`config.mk`:
```
export PLATFORM = sky130hd
export DESIGN_NAME = mem_port_arbiter
export DESIGN_NICKNAME = d
export VERILOG_FILES = /design/src/rtl/mem_port_arbiter.sv
export SDC_FILE = /design/constraint.sdc
export NUM_CORES = 1
export LEC_CHECK = 0
export CORE_ASPECT_RATIO = 1.1
export CORE_UTILIZATION = 36
export CTS_CLUSTER_SIZE = 14
export DETAILED_ROUTE_END_ITERATION = 8
export GPL_TIMING_DRIVEN = 0
export PLACE_DENSITY = 0.76
export SLEW_MARGIN = 15
export SYNTH_ARGS = -nofsm -noshare
export SYNTH_HDL_FRONTEND = slang
export SYNTH_SLANG_ARGS = --single-unit
```
`constraint.sdc`:
```
create_clock -name clk -period 1.47 [get_ports clk]
set_input_delay 0.441 -clock clk [delete_from_list [all_inputs] [get_ports clk]]
set_output_delay 0.441 -clock clk [all_outputs]
set_load 0.01 [all_outputs]
```
`src/rtl/mem_port_arbiter.sv`:
```
// Shares one single-ported memory between instruction fetch and load/store; LS has priority.
// Optional `ARB_TIMEOUT_EN aborts a hung access after TIMEOUT busy cycles and flags bus_err.
module mem_port_arbiter #(
  parameter int ADDRESS = 32,
  parameter int DATA    = 32,
  parameter int TIMEOUT = 16
) (
  input  logic                clk,
  input  logic                rst,
  input  logic                if_req,
  input  logic [ADDRESS-1:0]  if_addr,
  output logic                if_valid,
  output logic [DATA-1:0]     if_rdata,
  input  logic                ls_req,
  input  logic                ls_we,
  input  logic [ADDRESS-1:0]  ls_addr,
  input  logic [DATA-1:0]     ls_wdata,
  input  logic [DATA/8-1:0]   ls_be,
  output logic                dm_valid,
  output logic [DATA-1:0]     dm_rdata,
  output logic                mem_req,
  output logic                mem_we,
  output logic [ADDRESS-1:0]  mem_addr,
  output logic [DATA-1:0]     mem_wdata,
  output logic [DATA/8-1:0]   mem_be,
  input  logic [DATA-1:0]     mem_rdata,
  input  logic                mem_ack,
  output logic                bus_err
);

  localparam logic [1:0] IDLE    = 2'd0;
  localparam logic [1:0] IF_BUSY = 2'd1;
  localparam logic [1:0] LS_BUSY = 2'd2;
  localparam logic [1:0] RESP    = 2'd3;

  logic [1:0] state_reg;
  logic       busy;
  logic       timeout_hit;

  assign busy = (state_reg == IF_BUSY) || (state_reg == LS_BUSY);

`ifdef ARB_TIMEOUT_EN
  localparam int CW = (TIMEOUT > 2) ? $clog2(TIMEOUT) : 1;

  logic [CW-1:0] count_reg;

  // Counter sits at zero in IDLE, so every BUSY entry starts from a clean count.
  always_ff @(posedge clk or negedge rst) begin
    if (!rst) begin
      count_reg <= '0;
    end else if (!busy) begin
      count_reg <= '0;
    end else if (!mem_ack) begin
      count_reg <= count_reg + 1'b1;
    end
  end

  assign timeout_hit = busy && !mem_ack && (count_reg == CW'(TIMEOUT - 1));
`else
  assign timeout_hit = 1'b0;
`endif

  always_ff @(posedge clk or negedge rst) begin
    if (!rst) begin
      state_reg <= IDLE;
      if_valid  <= 1'b0;
      if_rdata  <= '0;
      dm_valid  <= 1'b0;
      dm_rdata  <= '0;
      mem_req   <= 1'b0;
      mem_we    <= 1'b0;
      mem_addr  <= '0;
      mem_wdata <= '0;
      mem_be    <= '0;
      bus_err   <= 1'b0;
    end else begin
      if_valid <= 1'b0;
      dm_valid <= 1'b0;
      bus_err  <= 1'b0;
      case (state_reg)
        IDLE: begin
          if (ls_req) begin
            state_reg <= LS_BUSY;
            mem_req   <= 1'b1;
            mem_we    <= ls_we;
            mem_addr  <= ls_addr;
            mem_wdata <= ls_wdata;
            mem_be    <= ls_be;
          end else if (if_req) begin
            state_reg <= IF_BUSY;
            mem_req   <= 1'b1;
            mem_we    <= 1'b0;
            mem_addr  <= {if_addr[ADDRESS-1:2], 2'b00};
            mem_wdata <= '0;
            mem_be    <= '1;
          end
        end
        IF_BUSY, LS_BUSY: begin
          // An ack in the same cycle as the timeout takes precedence.
          if (mem_ack || timeout_hit) begin
            state_reg <= RESP;
            mem_req   <= 1'b0;
            mem_we    <= 1'b0;
            mem_be    <= '0;
            bus_err   <= !mem_ack;
            if (state_reg == IF_BUSY) begin
              if_valid <= 1'b1;
              if (mem_ack) if_rdata <= mem_rdata;
            end else begin
              dm_valid <= 1'b1;
              if (mem_ack && !mem_we) dm_rdata <= mem_rdata;
            end
          end
        end
        // Requests are deliberately not sampled here so a requester can drop req after valid.
        RESP:    state_reg <= IDLE;
        default: state_reg <= IDLE;
      endcase
    end
  end

endmodule

```
==> Word-level counts from Yosys, hierarchy flattened <==
Cells that the tools add are included.
Widths: inputs -> output; s select.
{ "totals": {"ff_bits": 139, "inputBits": 138, "output_inout_bits": 137, "elab_cells": 56} }
{ "classes": {"n_eq_ne": 5, "muxes": 27, "n_bitwise": 1, "n_reduce_logical": 12} }
{ "ops": {"columns": ["operator", "n"], "rows": [
  ["$mux 32", 4],
  ["$mux 1", 13],
  ["$mux 4", 3],
  ["$pmux 4 s2", 1],
  ["$mux 2", 3],
  ["$pmux 2 s3", 1],
  ["$reduce_and 3->1", 2],
  ["$eq 2x2->1 const B", 2],
  ["$pmux 1 s2", 2],
  ["$reduce_and 2->1", 2],
  ["$reduce_and 4->1", 1],
  ["$reduce_bool 2->1", 2],
  ["$ne 3x3->1 const B", 1],
  ["$eq 2x1->1 const B", 1],
  ["$logic_not 1->1", 2],
  ["$logic_not 2->1", 1],
  ["$ne 2x2->1 const B", 1],
  ["$reduce_or 2->1", 1],
  ["$logic_and 1x1->1", 1],
  ["$not 1->1", 1]
]} }

==> Logic depth before layout (Yosys ltp) <==
{ "logic_depth": {"depth_word": 4, "mapped_depth": 7, "ltp_nobuf": 5} }

==> Worst setup path before layout <==
Ideal clock, no wire load.
{ "synth_timing": {"path_kind": "register to register", "from": "register state_reg[0]", "to": "register dm_rdata[10]", "setup_time_ns": 0.125, "arrival_ns": 1.501, "t_required_ns": 1.345, "path_slack_ns": -0.156, "path_stages_with_launch": 7, "path_buffers": 1, "period_less_slack_ns": 1.626, "path_cell_list": "dfrtp_1 inv_1 ha_1 nand2_1 nor3_4 buf_6 mux2_2"} }
{ "synth_via": {"elab_chain_cells": 3, "elab_cells_between_ends": 5, "cone_classes": "eq/ne: 2; bitwise: 1; reduce/logical: 2"} }
{ "synth_lines": {"columns": ["element", "line", "rtl"], "rows": [
  ["start, declared", "36", "logic [1:0] state_reg;"],
  ["start signal, assigned", "65", "state_reg <= IDLE;"],
  ["start signal, assigned", "83", "state_reg <= LS_BUSY;"],
  ["start signal, assigned", "90", "state_reg <= IF_BUSY;"],
  ["$eq 2x1->1 / $eq 2x2->1 (equally long branches)", "80, 106", null],
  ["$reduce_or 2->1 / $not 1->1 (equally long branches)", null, null],
  ["$reduce_and 4->1 (no line) *", null, null],
  ["end signal, assigned", "111", "if (mem_ack && !mem_we) dm_rdata <= mem_rdata;"],
  ["end, declared", "20", "output logic [DATA-1:0] dm_rdata,"]
]} }
Every way passes the cells marked *; elsewhere a longest branch is shown, timed or not.
A chain may end at the register's enable or synchronous reset.

==> Final worst setup path <==
{ "layout_timing": {"from": "register state_reg[0]", "to": "register dm_rdata[5]"} }
Same word-level chain as after synthesis.

==> out/metrics.yaml <==
timing.fmax_ghz: 0.583
synth_seq_cells: 138
synthArstFlopShare_pct: 100
synth_cells: 394
violations: "negative setup slack"
grt_busiest_layer: "met2"
grt_pass1_vias: 4680
rows: 47
critPathKind: "register to register"
drive_gt1_share_pct: 42.0
die_area_um2: 15800
synth_area_um2: 5500
cts_tree: "built"
antenna_found_initial: 0
path_delay_family: "buffers and inverters"
syn_area_per_cell_um2: 14.0
min_period_ns: 1.71
netlist-cell-type-count: 30
period_share_pct: 117
p_per_area_nw_per_um2: 2280
met2_usage_pct: 36.8
clock-root-buffer: "clkbuf_16"
cpMaxStageDelayCell: "dfrtp_1"
critPathMaxFanout: 7
total_power_w: 0.0205
dr.first_iter.drc_count: 143
worstPathBufferInverterCount: 3
synth_edf_count: 0
yosysSeqAreaShare_pct: 62.8
diodes: 0
nets: 851
drv_cap: 0
grt_pass1_wl_mm: 25.0
finalWirelength_mm: 16.6
vias: 4413
wire_per_inst_um: 18.0
fillers: 1231
status: "complete, but fails checks"
slew_violations: 0
cts_max_path_buffers: 2
layout_common_cells: "dfrtp_1, clkdlybuf4s50_1, buf_2"
die_y_um: 132
track_usage_pct: 20.8
grt_max_degree: 76
syn_nets: 534
ys_warn_count: 0
dpl_cell_area_um2: 8510
initial_core_util_pct: 36.7
dp_cells: 862
cp_data_required_time_ns: 1.77
final_common_cell: "dfrtp_1"
tightest_slew_ns: 0.596
port_buffers: 271
insertion_delay_ns: 0.42
viasPerCell: 4.80
cp-startpoint: "state_reg[0]"
path_cells: "inv_2, ha_4, nand2_4, nor3_4, buf_6, buf_8, mux2_2"
stdcell_count: 919
area_growth_pct: 63.5
setup_ws_ns: -0.244
post-place-ws_ns: -0.750
whs_ns: 0.00327
rsz0062_at_grt: "yes"
die_w_um: 120
regArea_um2: 3450
ant_nets: 0
ys.flop_type: "dfrtp_1"
setup_viol: 68
max_stage_delay_ns: 0.41
multi_input_comb_area_um2: 2010
cp-end-kind: "register"
drcViolationCount: 0
met1_usage_pct: 23.1
clk_pin_slew_ns: 0.06
htree_levels: 4
ir_drop_uv: 1100
grt_use_met3_pct: 6.08
finClkSkew_ns: 0.00672
fin_area_um2: 8990
gp_congestion: 0.751
slew_headroom_pct: 60.2
overflow: 0
power_leakage_nw: 4.37
clock_sinks: 138
cts_made_buffers: 17
r2r-start: "state_reg[0]"
ios: 275
hold_path_class: "input pin to asynchronous set/reset pin"
drtPass1Iterations: 4
core_um2: 15000
dp_hpwl_mm: 11.7
cp.arrival_ns: 2.02
start_kind: "register"
final-hold-violation-count: 0
area by class of cell:
cell class / count / share of cell area, %
buffer: 25 / 2.98
clock buffer: 18 / 4.88
clock inverter: 13 / 1.88
inverter: 9 / 0.376
multi-input combinational: 221 / 22.3
sequential: 138 / 38.4
tap: 196 / 2.73
timing repair buffer: 299 / 26.4
worst paths after layout:
| check | end | slack [ns] | cells after the start |
|---|---|---|---|
| worst max-delay path | dm_rdata[5] | -0.24 | 7 |
| worst min-delay path | if_rdata[6] | 0.003 | 1 |
| worst max register to register | dm_rdata[5] | -0.24 | 7 |
| worst min register to register | mem_addr[12] | 0.48 | 2 |
| max in group asynchronous | mem_wdata[13] | 0.69 | 2 |
| min in group clk | mem_addr[12] | 0.48 | 2 |
cell usage after synthesis, types with 4 or more instances:
cell | n | area [µm²]
o21ai_0 | 32 | 160
a22o_1 | 34 | 298
clkbuf_1 | 4 | 15.0
buf_6 | 5 | 56.3
dfrtp_1 | 138 | 3450
a21oi_1 | 5 | 25.0
mux2_1 | 5 | 56.3
mux2_4 | 4 | 60.1
buf_4 | 5 | 37.5
nand2_1 | 33 | 124
mux2_2 | 59 | 664
buf_2 | 12 | 60.1
mux2i_1 | 30 | 300
inv_1 | 9 | 33.8
cells by family after synthesis:
| family | share of synthesized area [%] |
|---|---|
| muxes | 19.6 |
| DFF | 62.8 |
| other | 0.0682 |
| and+or+nand+nor | 3.68 |
| AOI/OAI and AO/OA | 9.69 |
| adders and majority gates | 0.455 |
| buffers and inverters | 3.68 |
through the flow:
stage / setup TNS, ns / utilization, %
after floorplan: -3.41 / -
after global routing: -14.22 / 60.0
after CTS: -13.95 / 58.4
after detailed placement: -78.91 / 56.7
final: -10.54 / 60.0
after global placement: -786.39 / 56.5
report_power, final:
| group | internal (W) | switching, W | total (W) | leakage (nW) |
|---|---|---|---|---|
| logic | 0.00521 | 0.00426 | 0.00947 | 2.39 |
| registers | 0.00565 | 0.000981 | 0.00663 | 1.69 |
| clock network | 0.00272 | 0.00165 | 0.00437 | 0.291 |
| total | 0.0136 | 0.00689 | 0.0205 | 4.37 |
layer usage:
metal / up-vias / part of all wire [%] / routed length, µm
met5: - / 0 / 0
met4: 0 / 2.4 / 401
met3: 30 / 8.0 / 1320
met2: 215 / 52 / 8570
met1: 2136 / 38 / 6290
li1: 2032 / - / -
worst register-to-register path, delay by kind of cell, from the launching register on:
family                   cells  cell delay, ns
adder cells (fa/ha/maj)      1            0.28
buffers and inverters        3            0.41
flip-flops                   1            0.41
multiplexers                 1            0.33
AND/OR/NAND/NOR              2            0.17
what timing repair did:
item / in CTS / in global routing
endpoints found under the setup margin: 262 / 147
gates resized for setup: 556 / 78
buffers inserted: 13 / 8
endpoints found under the hold margin: 0 / 0
hold buffers: 0 / 0
pin swaps: 2 / 24
gates cloned: 1 / 5
No activity file was read; power rests on OpenSTA's default activity.
